<file path="src/rtl/sprite_scanner.sv">
// Per-scanline sprite evaluator: walks all 64 attribute slots after each start
// pulse and streams one record per visible sprite to the line renderer.
module sprite_scanner #(
  parameter int MAX_SPRITES = 16
) (
  input  logic       clk,
  input  logic       reset_n,
  input  logic       start,
  input  logic [7:0] line,
  output logic [5:0] spr_sel,
  input  logic [8:0] spr_x,
  input  logic [7:0] spr_y,
  input  logic [8:0] spr_idx,
  input  logic       spr_enable,
  input  logic       spr_priority,
  input  logic [1:0] spr_palette,
  input  logic       spr_h16,
  input  logic       spr_vflip,
  input  logic       spr_hflip,
  output logic       out_valid,
  input  logic       out_ready,
  output logic [8:0] out_x,
  output logic [8:0] out_idx,
  output logic [2:0] out_row,
  output logic [1:0] out_palette,
  output logic       out_priority,
  output logic       out_hflip,
  output logic       busy,
  output logic       done,
  output logic       overflow
);

  typedef enum logic [1:0] {
    IDLE  = 2'd0,
    SCAN  = 2'd1,
    DRAIN = 2'd2
  } state_e;

  state_e     state_q;
  logic [7:0] line_q;
  logic [5:0] sel_q;
  logic [6:0] count_q;
  logic       overflow_q;
  logic       valid_q;
  logic [8:0] x_q;
  logic [8:0] idx_q;
  logic [2:0] row_q;
  logic [1:0] palette_q;
  logic       priority_q;
  logic       hflip_q;

  logic [7:0] diff_s;
  logic [7:0] height_s;
  logic [3:0] height_m1_s;
  logic [3:0] row_s;
  logic [8:0] idx_s;
  logic       hit_s;
  logic       free_s;
  logic       at_limit_s;

  // Y-range test and row/tile correction for the slot currently on spr_sel.
  always_comb begin
    diff_s      = line_q - spr_y;
    height_s    = spr_h16 ? 8'd16 : 8'd8;
    height_m1_s = spr_h16 ? 4'd15 : 4'd7;
    hit_s       = spr_enable && (diff_s < height_s);
    if (spr_vflip) begin
      row_s = height_m1_s - diff_s[3:0];
    end else begin
      row_s = diff_s[3:0];
    end
    idx_s      = spr_idx + {8'd0, row_s[3]};
    free_s     = !valid_q || out_ready;
    at_limit_s = (count_q == 7'(MAX_SPRITES));
  end

  // Scan sequencer and output record register.
  always_ff @(posedge clk or negedge reset_n) begin
    if (!reset_n) begin
      state_q    <= IDLE;
      line_q     <= 8'd0;
      sel_q      <= 6'd0;
      count_q    <= 7'd0;
      overflow_q <= 1'b0;
      valid_q    <= 1'b0;
      x_q        <= 9'd0;
      idx_q      <= 9'd0;
      row_q      <= 3'd0;
      palette_q  <= 2'd0;
      priority_q <= 1'b0;
      hflip_q    <= 1'b0;
    end else if (start) begin
      // A restart discards any record still waiting for the renderer.
      state_q    <= SCAN;
      line_q     <= line;
      sel_q      <= 6'd0;
      count_q    <= 7'd0;
      overflow_q <= 1'b0;
      valid_q    <= 1'b0;
    end else begin
      if (valid_q && out_ready) begin
        valid_q <= 1'b0;
      end
      case (state_q)
        IDLE: begin
          state_q <= IDLE;
        end
        SCAN: begin
          if (hit_s && at_limit_s) begin
            overflow_q <= 1'b1;
            state_q    <= DRAIN;
          end else if (hit_s && !free_s) begin
            state_q <= SCAN;
          end else begin
            if (hit_s) begin
              valid_q    <= 1'b1;
              x_q        <= spr_x;
              idx_q      <= idx_s;
              row_q      <= row_s[2:0];
              palette_q  <= spr_palette;
              priority_q <= spr_priority;
              hflip_q    <= spr_hflip;
              count_q    <= count_q + 7'd1;
            end
            if (sel_q == 6'd63) begin
              state_q <= DRAIN;
            end else begin
              sel_q <= sel_q + 6'd1;
            end
          end
        end
        DRAIN: begin
          if (free_s) begin
            state_q <= IDLE;
          end
        end
        default: begin
          state_q <= IDLE;
        end
      endcase
    end
  end

  // done must coincide with the renderer's final accept, so it follows out_ready.
  assign done         = (state_q == DRAIN) && free_s;
  assign busy         = (state_q != IDLE);
  assign spr_sel      = sel_q;
  assign overflow     = overflow_q;
  assign out_valid    = valid_q;
  assign out_x        = x_q;
  assign out_idx      = idx_q;
  assign out_row      = row_q;
  assign out_palette  = palette_q;
  assign out_priority = priority_q;
  assign out_hflip    = hflip_q;

endmodule

</file>
<file path="config.mk">
export PLATFORM = sky130hd
export DESIGN_NAME = sprite_scanner
export DESIGN_NICKNAME = d
export VERILOG_FILES = /design/src/rtl/sprite_scanner.sv
export SDC_FILE = /design/constraint.sdc
export NUM_CORES = 1
export LEC_CHECK = 0
export CAP_MARGIN = 20
export CORE_ASPECT_RATIO = 0.6
export CORE_UTILIZATION = 43
export CTS_CLUSTER_SIZE = 12
export DETAILED_ROUTE_END_ITERATION = 16
export PLACE_DENSITY_LB_ADDON = 0.3
export SKIP_CTS_REPAIR_TIMING = 1
export SLEW_MARGIN = 20
export SYNTH_ARGS = -nofsm -noshare
export SYNTH_HDL_FRONTEND = slang
export SYNTH_SLANG_ARGS = --single-unit
</file>
<file path="constraint.sdc">
create_clock -name clk -period 3.7 [get_ports clk]
set_clock_uncertainty 0.2 [all_clocks]
set_input_delay 0.555 -clock clk [delete_from_list [all_inputs] [get_ports clk]]
set_output_delay 0.555 -clock clk [all_outputs]
set_load 0.02 [all_outputs]
</file>
* Word level (Yosys, flattened, before mapping)
Cells that the tools add are included.
** Storage, ports and cells
- Register bits :: 50
- Bits of input ports :: 45
- Output and inout bits :: 35
- Logic and storage cells :: 75
** Operators by class
- Add/sub/neg operators :: 5
- $lt $le $gt $ge :: 1
- Equality and inequality tests :: 9
- Multiplexer cells :: 28
- Bitwise operators :: 3
- Reduce and logical (&&, ||, !) cells :: 17
** Operators by type and width (number)
- 2-to-1 mux 7 bit :: 5
- 2-to-1 mux 6 bit :: 5
- 2-to-1 mux 2 bit :: 5
- adder 9 x 1 -> 9 bit :: 1
- 2-to-1 mux 1 bit :: 9
- less-than comparator 8 x 5 -> 1 bit :: 1
- 2-to-1 mux 4 bit :: 2
- AND reduction 4 bit :: 2
- nonzero test 2 bit :: 4
- subtractor 8 bit :: 1
- adder 7 x 1 -> 7 bit, second input constant :: 1
- equality test 7 x 5 -> 1 bit, second input constant :: 1
- adder 6 x 1 -> 6 bit, second input constant :: 1
- equality test 6 bit, second input constant :: 1
- != test 2 bit, second input constant :: 3
- logical AND 1 bit :: 5
- 2-to-1 mux 5 bit :: 1
- != test 5 bit, second input constant :: 1
- AND reduction 5 bit :: 1
- case mux 2 bit (2 select lines) :: 1
- AND reduction 2 bit :: 2
- subtractor 4 bit :: 1
- != test 3 bit, second input constant :: 1
- NOT 1 bit :: 3
- other kinds (4) :: 5

* Depth between registers and ports, before layout
- Word-level depth :: 8
- Depth in mapped cells :: 14

* Least setup slack after synthesis
OpenSTA, ideal clock, no wires.
- Kind :: in2reg
- Start :: input port spr_y[0]
- End :: register hflip_q (netlist: out_hflip)
- Library setup time :: 0.125 ns
- Data arrival time :: 3.437 ns
- Data required time :: 3.375 ns
- Path slack :: -0.061 ns
- Stages :: 13
- Path buffers :: 1
- Cell sequence :: ha_1 > inv_1 > fa_1 > a21o_1 > a21oi_1 > xnor2_1 > ha_1 > nor2b_1 > nor3b_1 > o221ai_2 > nor4_4 > buf_6 > mux2_2
** On the way
- Longest elaborated chain between the ends :: 6
- Elaborated cells between the ends (all ways) :: 8
- Those cells by class :: 1 x add/sub; 1 x order compare; 2 x bitwise; 4 x reduce/logical
** Ends and longest elaborated chain
- start: declaration :: line 12 : input logic [7:0] spr_y,
- subtractor 8 bit * :: line 63 : diff_s = line_q - spr_y;
- less-than comparator 8 x 5 -> 1 bit * :: line 66 : hit_s = spr_enable && (diff_s < height_s);
- logical AND 1 bit * :: line 66
- logical AND 1 bit (on tied branches) :: line 112, 109
- NOT 1 bit (no source line)
- AND reduction 5 bit (no source line) *
- end signal: assignment :: line 122 : hflip_q <= spr_hflip;
- end: declaration :: line 50 : logic hflip_q;
Mark *: on every way between the ends. The rest lies on a longest branch, timed or not.
A chain may end at the register's enable or synchronous reset.

* Worst setup path after layout
- Start :: input port spr_y[2]
- End :: register idx_q[4] (netlist: out_idx[4])
** On the way
- Longest elaborated chain between the ends :: 6
- Elaborated cells between the ends (all ways) :: 11
- Those cells by class :: 3 x add/sub; 1 x order compare; 1 x mux; 2 x bitwise; 4 x reduce/logical
** Ends and longest elaborated chain
- subtractor 8 bit * :: line 63
- parallel branches: the longest is 5 deep, another holds adder 9 x 1 -> 9 bit
- end signal: assignment :: line 118 : idx_q <= idx_s;
- end: declaration :: line 46 : logic [8:0] idx_q;
Every way passes the cells marked *.

==> flow_summary.yaml <==
status:
  status: "completed"
global_route:
  antenna_found_initial: 0
  grt_usage_pct: 19.60
  grt_overflow_total: 0
  use_met2_pct: 29.38
  grt_pass1_vias: 2164
  gr-max-usage-layer: "met2"
  grt_use_met3_pct: 4.930
  grt_max_degree: 35
  met1_usage_pct: 27.52
  grt_pass1_wl_mm: 10.41
synthesis:
  synth_edf_count: 0
  syn_area_per_cell_um2: 11.12
  synthTopCellsByCount: "dfrtp_1, mux2_2, nor2_1"
  synth_simple_gate_area_share_pct: 15.21
  ys_seq_elements: 50
  async_flop_share_pct: 100.0
  synth_top_family_by_area: "simple AND/OR/NAND/NOR gates"
  synth.area.top_cells: "dfrtp_1, mux2_2, ha_1"
  synth_compound_area_share_pct: 9.386
  ys_seq_area_share_pct: 44.48
  synth_cell_types: 48
  yosysMostFrequentCell: "dfrtp_1"
  synthCells: 253
  syn_nets: 314
  ys.flop_type: "dfrtp_1"
  synth-xor-area-share_pct: 6.228
  syn_area_um2: 2813
  synthAdderAreaFrac_pct: 7.384
  yosysTopAreaCell: "dfrtp_1"
  yosysTopAreaCellShare_pct: 44.48
  muxShareOfSynthArea_pct: 13.92
  synth_warnings: 0
run:
  cap_violations: 0
power:
  vdd_ir_drop_max_mv: 0.2776
  power_density_nw_per_um2: 461.0
  p_leak_nw: 1.819
  power_mw: 1.903
die:
  rows: 22
  die_width_um: 106.4
  die_area_um2: 6879
  initial_core_util_pct: 45.21
  core-area_um2: 6221
  die_h_um: 64.65
  io_pins: 80
timing:
  min_period_over_period_pct: 96.80
  worst_slew_pin_slew_ns: 0.7733
  drv_slew: 0
  report.final.hold_viol_count: 0
  slew_headroom_pct: 48.44
  fmax_mhz: 279.2
  finalSetupViolations: 0
  layout_min_cycle_time_ns: 3.582
  whs_ns: 0.1062
finish:
  layout.nets: 417
  antenna_cells: 0
  syn_to_final_growth_pct: 46.80
  layout-drive-gt1-share_pct: 24.93
route:
  first_iter_violations: 122
  first_pass_iters: 4
  drc: 0
  routed_via_density: 5.172
  ant_nets: 0
  vias: 2281
  wl_per_cell_um: 15.49
  wirelength_mm: 6.831
worst_hold_path:
  holdCritPathClass: "in2async"
worst_setup_path:
  crit_start: "spr_y[2]"
  timing.rr.start: "line_q[0]$_DFFE_PN0P_"
  ff2ff_setup_slack_ns: 0.13
  end_kind: "register"
  path_max_fanout: 6
  required_ns: 3.70
  critPathArrivalTime_ns: 3.58
  crit_type: "in2reg"
  reg2reg_depth: 15
  startpoint_type: "input port"
placement:
  numPortBuffers: 79
  hpwl_mm: 4.850
  globalplace.congestion: 0.8529
clock_tree:
  clockBufferDepth: 2
  root_buffer: "clkbuf_8"
  cts_made_buffers: 5
  cts_htree_levels: 2
  clkSinkCount: 50
  clk_pin_slew_ns: 0.11
  tritoncts: "yes"
  clk_latency_ns: 0.32
==> state kept, by name (all words and copies together), names as in the netlist, 2 cells and up <==
signal,cells
out_idx,9
out_x,9
line_q,8
count_q,7
spr_sel,6
out_row,3
out_palette,2
state_q,2
==> critical path: stages <==
cell	delay [ns]
clkdlybuf4s50_1	0.45
inv_1	0.04
ha_1	0.32
a21o_1	0.18
a21oi_2	0.14
xnor2_1	0.15
ha_1	0.26
nor2b_4	0.14
nor3b_4	0.25
o221ai_4	0.18
nor4_4	0.25
buf_6	0.18
clkbuf_16	0.16
mux2_2	0.33
==> stage by stage <==
stage | cells | instance area [um2] | utilization (%) | TNS [ns] | setup slack (ns)
floorplan | 253 | 2813 | - | 0 | 0.05556
global placement | 427 | 3805 | 61.16 | -12.77 | -0.4021
detailed placement | 427 | 3805 | 61.16 | -15.82 | -0.5141
CTS | 435 | 3923 | 63.05 | -4.911 | -0.2097
global route | 441 | 4129 | 66.37 | -0.9481 | -0.05908
finish | 441 | 4129 | 66.37 | 0 | 0.1183
==> final cells by class <==
| type | instances | area, um2 |
|---|---|---|
| clock buffers | 5 | 68.82 |
| clock inverters | 3 | 48.80 |
| fillers | 490 | 2092 |
| multi-input cells | 182 | 1577 |
| repair buffers | 102 | 1022 |
| flip-flops and latches | 50 | 1251 |
| well taps | 84 | 105.1 |
| inverters | 15 | 56.30 |
==> power breakdown <==
group | switching (mW) | internal (mW) | total, mW
Sequential | 0.0663 | 0.653 | 0.719
Combinational | 0.356 | 0.421 | 0.777
Clock | 0.201 | 0.206 | 0.407
Total | 0.623 | 1.28 | 1.90
==> per-layer routing <==
metal  wire length (um)  up-vias
met4                 70        0
met5                  0        -
met3                433       10
li1                   -     1098
met1               3490     1091
met2               2836       82
==> cell families after synthesis <==
logic type,Yosys count
multiplexers,35
AND/OR/NAND/NOR,74
flip-flops,50
AO/OA/AOI/OAI,37
XOR/XNOR,20
buffers and inverters,21
adder cells (fa/ha/maj),16
==> layout by cell type (no fill, tap or decap), types with 3 or more instances in the layout <==
cell / synthesis / final
clkdlybuf4s50_1: 0 / 76
dfrtp_1: 50 / 50
mux2_2: 33 / 22
nor2_1: 20 / 20
buf_4: 0 / 17
ha_1: 15 / 13
inv_1: 15 / 12
nand2_1: 11 / 11
xnor2_1: 11 / 11
mux2_4: 0 / 11
nand3_1: 10 / 10
xor2_1: 9 / 9
a21oi_1: 10 / 8
o21ai_0: 6 / 6
nand2b_1: 5 / 5
clkbuf_8: 0 / 5
and3_1: 4 / 4
a21oi_2: 1 / 3
inv_2: 0 / 3
o211ai_1: 3 / 3
nand4_1: 3 / 3
buf_6: 2 / 3
==> path summary, 6_finish.rpt <==
kind / end
max: out_idx[4]$_DFFE_PN0P_
min: spr_sel[4]$_DFFE_PN0P_
max reg2reg: out_idx[4]$_DFFE_PN0P_
min reg2reg: out_idx[3]$_DFFE_PN0P_
max in group asynchronous: out_idx[0]$_DFFE_PN0P_
min in group clk: out_idx[3]$_DFFE_PN0P_
Note: power is estimated with default switching activity, not from simulation.
